==> src/rtl/fetch_stage.sv <==
// Instruction-fetch stage: owns the PC, requests words from the memory controller
// and fills the IF/ID register, with stall buffering and delay-slot redirects.
module fetch_stage #(
  parameter logic [31:0] RESET_PC   = 32'h0000_0000,
  parameter logic [31:0] EXC_VECTOR = 32'h0000_0080,
  parameter logic [31:0] NOP_WORD   = 32'h0000_0000
) (
  input  logic        clock,
  input  logic        reset,
  input  logic        ex_if_stall,
  input  logic        id_if_selpcsource,
  input  logic [1:0]  id_if_selpctype,
  input  logic [31:0] id_if_pcimd2ext,
  input  logic [31:0] id_if_rega,
  input  logic [31:0] id_if_pcindex,
  output logic        if_mc_en,
  output logic [17:0] if_mc_addr,
  input  logic        mc_if_ready,
  input  logic [31:0] mc_if_data,
  output logic [31:0] if_id_instruc,
  output logic [31:0] if_id_nextpc,
  output logic        if_id_valid
);

  typedef enum logic {FETCH = 1'b0, HOLD = 1'b1} state_t;

  state_t      state;
  logic [31:0] pc;
  logic [31:0] hold_buf;
  logic        redirect_pending;
  logic [31:0] redirect_pc;

  logic [31:0] pc_plus4;
  logic [31:0] target;
  logic [31:0] new_pc;
  logic        live_rd;

  assign if_mc_en   = (state == FETCH);
  assign if_mc_addr = pc[19:2];
  assign pc_plus4   = pc + 32'd4;
  // A redirect only counts while the branch itself still sits in IF/ID.
  assign live_rd    = id_if_selpcsource & if_id_valid;

  // NOTE: every signal written in always_comb gets a default first, so no path
  // can leave it unassigned and infer a latch.
  always_comb begin
    target = id_if_pcimd2ext;
    unique case (id_if_selpctype)
      2'b00: target = id_if_pcimd2ext;
      2'b01: target = id_if_rega;
      2'b10: target = id_if_pcindex;
      2'b11: target = EXC_VECTOR;
    endcase
    target[1:0] = 2'b00;
  end

  always_comb begin
    new_pc = pc_plus4;
    if (redirect_pending)
      new_pc = redirect_pc;
    else if (live_rd)
      new_pc = target;
  end

  // NOTE: state registers use non-blocking assignments and an asynchronous
  // active-low reset, so all flops see pre-edge values and clear immediately.
  always_ff @(posedge clock or negedge reset) begin
    if (!reset) begin
      state            <= FETCH;
      pc               <= RESET_PC;
      hold_buf         <= 32'h0;
      redirect_pending <= 1'b0;
      redirect_pc      <= 32'h0;
      if_id_instruc    <= NOP_WORD;
      if_id_nextpc     <= 32'h0;
      if_id_valid      <= 1'b0;
    end else begin
      unique case (state)
        FETCH: begin
          if (mc_if_ready) begin
            if (!ex_if_stall) begin
              if_id_instruc    <= mc_if_data;
              if_id_nextpc     <= pc_plus4;
              if_id_valid      <= 1'b1;
              pc               <= new_pc;
              redirect_pending <= 1'b0;
            end else begin
              // Word arrived during a stall: park it and stop requesting.
              hold_buf <= mc_if_data;
              state    <= HOLD;
            end
          end else if (!ex_if_stall) begin
            if_id_instruc <= NOP_WORD;
            if_id_valid   <= 1'b0;
            if (live_rd) begin
              redirect_pending <= 1'b1;
              redirect_pc      <= target;
            end
          end
        end
        HOLD: begin
          if (!ex_if_stall) begin
            if_id_instruc    <= hold_buf;
            if_id_nextpc     <= pc_plus4;
            if_id_valid      <= 1'b1;
            pc               <= new_pc;
            redirect_pending <= 1'b0;
            state            <= FETCH;
          end
        end
      endcase
    end
  end

endmodule

==> config.mk <==
export PLATFORM = sky130hd
export DESIGN_NAME = fetch_stage
export DESIGN_NICKNAME = d
export VERILOG_FILES = /design/src/rtl/fetch_stage.sv
export SDC_FILE = /design/constraint.sdc
export NUM_CORES = 1
export LEC_CHECK = 0
export CAP_MARGIN = 15
export CELL_PAD_IN_SITES_DETAIL_PLACEMENT = 0
export CELL_PAD_IN_SITES_GLOBAL_PLACEMENT = 1
export CORE_ASPECT_RATIO = 0.75
export CORE_MARGIN = 2
export CORE_UTILIZATION = 37
export DETAILED_ROUTE_END_ITERATION = 7
export GPL_TIMING_DRIVEN = 0
export PLACE_DENSITY_LB_ADDON = 0.08
export SYNTH_ARGS = -nofsm -noshare
export SYNTH_HDL_FRONTEND = slang
export SYNTH_SLANG_ARGS = --single-unit
==> constraint.sdc <==
create_clock -name clock -period 2.96 [get_ports clock]
set_clock_uncertainty 0.2 [all_clocks]
set_input_delay 0.592 -clock clock [delete_from_list [all_inputs] [get_ports clock]]
set_output_delay 0.592 -clock clock [all_outputs]
set_load 0.05 [all_outputs]
* Word-level counts from Yosys, hierarchy flattened
Index checks and enable logic that the tools add are counted.
** Operators by class
- $add $sub $neg :: 1
- Eq/ne operators :: 8
- Multiplexer cells :: 26
- Bitwise operators :: 4
- Reduce and logical (&&, ||, !) cells :: 5
** Operators with widths (count)
- 32-bit 2-to-1 mux :: 10
- 32-bit case mux with 2 select lines :: 3
- 32-bit case mux with 4 select lines :: 1
- 32-bit by 3-bit adder with 32-bit output, second input constant :: 1
- 1-bit 2-to-1 mux :: 9
- 1-bit case mux with 2 select lines :: 3
- 2-bit equality test, second input constant :: 2
- 2-bit != test, second input constant :: 2
- 2-bit AND reduction :: 2
- 4-bit AND reduction :: 1
- 3-bit by 1-bit != test with 1-bit output, second input constant :: 1
- 3-bit by 2-bit != test with 1-bit output, second input constant :: 1
- 1-bit NOT :: 3
- 3-bit AND reduction :: 1
- 2-bit by 1-bit equality test with 1-bit output, second input constant :: 1
- 2-bit logical NOT :: 1
- 2-bit by 1-bit != test with 1-bit output, second input constant :: 1
- 1-bit AND :: 1
** Storage, ports and cells
- Register bits :: 161
- Input port bits :: 135
- Output and inout bits :: 84
- Word-level logic and storage cells :: 52

* Longest topological paths before layout
- Word-level depth :: 7
- Depth in mapped cells :: 8
- Gate-level depth less buffers :: 6

* Worst setup path after synthesis
OpenSTA, ideal clock, no wires.
- Path kind :: input-to-reg
- Start :: in id_if_selpctype[0]
- End :: reg pc[16]
- Arrival time :: 1.955 ns
- Data required time :: 2.634 ns
- Slack :: 0.679 ns
- Stages :: 8
- Buffers on the path :: 3
- Cell sequence :: buf_2 > buf_2 > buf_2 > mux2i_1 > nor2_1 > a21oi_1 > o21ai_0 > a221o_1
** On the way
- Word-level cells in the longest chain between the ends :: 7
- Elaborated cells on any way between the ends :: 10
** Ends and longest elaborated chain
- start: declaration :: line 12 : input logic [1:0] id_if_selpctype,
- 2-bit equality test, or another cell as far along :: line 48 : unique case (id_if_selpctype)
- 32-bit case mux with 4 select lines * :: line 48
- 32-bit 2-to-1 mux * :: line 61 : else if (live_rd)
- 32-bit 2-to-1 mux * :: line 59 : if (redirect_pending)
- 32-bit 2-to-1 mux * :: line 81, 102
- 32-bit 2-to-1 mux :: line 80 : if (mc_if_ready) begin
- 32-bit case mux with 2 select lines * :: line 78 : unique case (state)
- end signal: assignment :: line 85 : pc <= new_pc;
- end signal: assignment :: line 106 : pc <= new_pc;
- end: declaration :: line 28 : logic [31:0] pc;
Every way passes the cells marked *; elsewhere a longest branch is shown, timed or not. The select of a mux whose other input is x is not followed.
A chain may end at the register's enable or synchronous reset.

* Final worst setup path
- Start :: in mc_if_ready
- End :: reg if_id_nextpc[26]
** On the way
- Word-level cells in the longest chain between the ends :: 1
** Ends and longest elaborated chain
- start: declaration :: line 18 : input logic mc_if_ready,
- 2-bit by 1-bit != test with 1-bit output (no line)
- end signal: assignment :: line 83 : if_id_nextpc <= pc_plus4;
- end signal: assignment :: line 104 : if_id_nextpc <= pc_plus4;
- end: declaration :: line 21 : output logic [31:0] if_id_nextpc,
Every way passes these cells.

==> run summary <==
Status: completed
CP Capture Type: flip-flop
Die area: 0.0229 mm2
Die X: 174 um
Clk slew on worst S/H paths: 0.06 ns
Least-Margin Pin Slew: 0.657 ns
Max transition margin: 0.558
#FFs+latches synth: 157
Critical path type: in -> reg
Area grow syn2layout: 38.5%
Maxcap violations: 0
Avg WL per Cell: 18.8 um
WHS Endpoint: redirect_pc[4]
Die Height: 132 um
Max-slew violation count: 0
R2R depth: 6
Largest net degree at the start of global routing: 96
Detail Placement HPWL: 19,700 um
Worst hold start: redirect_pc[4]
Slowest stage cell, crit path: clkdlybuf4s50_1
Peak VDD IR: 0.000349 V
Via density: 5.18
Post-Route WL: 25,600 um
Worst skew pair latency: 0.43 ns
Port Buffers: 209
R2r setup slk: 0.35 ns
Seq/Total Area, Yosys: 0.490
Vias in the first global route: 6,908
CP bufs+invs: 4
Worst min path class: reg -> reg
Max incr delay on CP: 0.47 ns
Number of synthesized flops with an enable pin: 0
Pwr dens: 732 mW/mm2
Total CTS buffers: 17
Routability-driven placement congestion ratio: 0.822
Via count: 7,069
Hold Crit Depth: 2
Rows: 46
CP arrival: 2.83 ns
N_diodes: 0
Initial Utilization: 0.379
Final Cycle Share: 0.924
Async S/R FF share, synth: 1.00
Clock sink count: 157
Initial DRC Count: 512
Fmax: 366 MHz
Post-placement setup slack: -0.358 ns
Post-route minimum period: 2.74 ns
Most frequent CP cell: clkbuf_1
Initial antenna violation count: 0
Critical Path RT: 3.06 ns
RSZ-0062 raised after global routing: no
Clock root cell: clkbuf_16
Flop pwr share: 0.368
Final antenna-violating net count: 0
Worst Slack Setup Final: 0.225 ns
Clock share of power: 0.271
Delay-heaviest family, CP: buffers and inverters
Final setup TNS: 0 ns
Worst setup SP type: input pin
Post-CTS Setup Bufs: 0
RR Startpoint: pc[3]
Critical R2R Capture: pc[30]
Core area: 0.0212 mm2
Clock buffer depth: 2
Int Power: 5.03 mW
Boundary Pins: 219
First-pass GRT wire length: 40,300 um
# nets final: 1,199
P_sw: 3.11 mW
Cell Area, Synth: 0.00802 mm2
Switching share of total power: 0.382
Yosys warnings: 0
Hold Vio Cnt, Final: 0
Worst-path fanout max: 10
LEAKAGE: 4.64 nW
Commonest register cell after synthesis: dfrtp_1
First drt pass iteration count: 5
Total track usage: 0.228
Grt total ovfl: 0
H-tree Lvls: 4
Syn_area_per_cell: 9.64 um2
Cells after Synth: 832
CP cell instances: clkdlybuf4s50_1 > nor2_1 > or2_2 > clkbuf_1 > clkbuf_1 > clkbuf_1 > o21ai_0
DRC: 0
Synth cell types: 52
Final setup fails: 0
TritonCTS clock tree: yes
Comb power frac: 0.362
Share of cells above drive strength 1: 0.113
-- worst min-delay path: stages (launching register included) --
cell and delay, ns:
dfrtp_1 0.34, nand2_1 0.04, o21ai_0 0.06
-- cell usage after synthesis, types with 2 or more instances --
cell type / number / area, um2
inv_1: 7 / 26.3
clkbuf_1: 44 / 165
and3_1: 10 / 62.6
nor2b_1: 3 / 18.8
buf_1: 8 / 30.0
and2_1: 2 / 12.5
a221o_1: 4 / 40.0
nor4_1: 3 / 18.8
a2bb2oi_1: 3 / 26.3
dfrtp_1: 157 / 3930
a21oi_1: 41 / 205
o221ai_1: 3 / 26.3
nand4_1: 15 / 93.8
buf_4: 20 / 150
and4_1: 3 / 26.3
xor2_1: 11 / 96.3
nor4_4: 2 / 42.5
nand2b_1: 2 / 12.5
o22ai_1: 8 / 50.1
or3_1: 6 / 37.5
mux2i_1: 35 / 350
a211o_1: 2 / 17.5
a211oi_1: 3 / 22.5
a22o_1: 4 / 35.0
o31a_1: 3 / 26.3
buf_2: 10 / 50.1
o21ai_0: 94 / 470
nor3_1: 12 / 60.1
mux2_2: 47 / 529
nand3_1: 20 / 100
a21o_1: 2 / 15.0
o2bb2ai_1: 8 / 70.1
xnor2_1: 14 / 123
o31ai_1: 2 / 15.0
nand2_1: 122 / 458
a22oi_1: 32 / 240
nor2_1: 52 / 195
o311a_1: 2 / 20.0
nand3_2: 2 / 20.0
a2111oi_0: 2 / 17.5
-- state kept, by name, indices dropped and copies added, names as in the netlist --
register          flops
if_id_valid           1
hold_buf             32
redirect_pc          30
if_id_instruc        32
redirect_pending      1
pc                   30
if_id_nextpc         30
state                 1
-- repair_timing --
item                                    CTS  global route
hold buffers                              1             0
gates resized for setup                   0             6
endpoints found under the hold margin    62             0
endpoints found under the setup margin    0            22
-- routing by layer --
metal,wire length (um),GRT usage
met4,193,0.0490
met3,1910,0.0573
met5,0,0
met1,13100,0.359
met2,10400,0.309
-- power by group through the flow --
stage | clock network [mW] | logic (mW) | registers [mW]
CTS | 2.24 | 2.95 | 2.99
finish | 2.20 | 2.94 | 2.99
detailed placement | 0 | 2.94 | 3.02
floorplan | 0 | 1.28 | 3.54
global route | 2.35 | 3.14 | 3.05
global placement | 0 | 2.91 | 3.02
-- layout make-up --
type | instances | area [um2]
Tap cell | 288 | 360
Inverter | 7 | 26.3
Clock buffer | 20 | 447
Clock inverter | 12 | 139
Buffer | 82 | 400
Fill cell | 2040 | 10100
Timing Repair Buffer | 211 | 2130
Multi-Input combinational cell | 587 | 3680
Sequential cell | 157 | 3930
-- worst max-delay path by stage --
stage                            start                to  slack [ns]  cells past startpoint
floorplan           id_if_selpctype[0]            pc[16]        0.68                      8
global placement                 reset  if_id_nextpc[13]       -5.62                      1
detailed placement         mc_if_ready            pc[14]       -0.36                      7
CTS                        mc_if_ready            pc[14]         0.1                      7
global route               mc_if_ready  if_id_nextpc[27]        0.01                      7
finish                     mc_if_ready  if_id_nextpc[26]        0.22                      7
-- layout by cell type, fill, tap and decap left out, types with 10 or more instances in the layout --
master / count
mux2_2: 47
nand3_1: 20
and3_1: 10
xnor2_1: 14
buf_2: 10
clkdlybuf4s50_1: 208
nand4_1: 15
a21oi_1: 41
clkbuf_1: 44
buf_4: 20
clkbuf_16: 17
nor2_1: 52
mux2i_1: 35
a22oi_1: 32
dfrtp_1: 157
xor2_1: 11
nand2_1: 122
o21ai_0: 94
nor3_1: 12
-- kinds of logic (layout without fill, tap and decap cells) --
group | Yosys count | in the layout | share of synthesized area
AND/OR/NAND/NOR | 258 | 258 | 0.151
flip-flops | 157 | 157 | 0.490
buffers and inverters | 89 | 332 | 0.0526
multiplexers | 82 | 82 | 0.110
adder cells (fa/ha/maj) | 1 | 1 | 0.00156
AO/OA/AOI/OAI | 219 | 219 | 0.168
XOR/XNOR | 25 | 25 | 0.0273
other | 1 | 2 | 0.000467
-- through the flow --
stage | utilization | hold slack (ns) | power, mW | instances | cell area [um2]
3_5_place_dp | 0.496 | 0.265 | 5.97 | 1331 | 10500
4_1_cts | 0.524 | 0.279 | 8.18 | 1364 | 11100
6_report | 0.525 | 0.275 | 8.13 | 1364 | 11100
2_1_floorplan | - | 0.0964 | 4.82 | 833 | 8030
5_1_grt | 0.525 | 0.306 | 8.55 | 1364 | 11100
3_3_place_gp | 0.495 | 0.256 | 5.93 | 1330 | 10500
No activity file was read; power rests on OpenSTA's default activity.
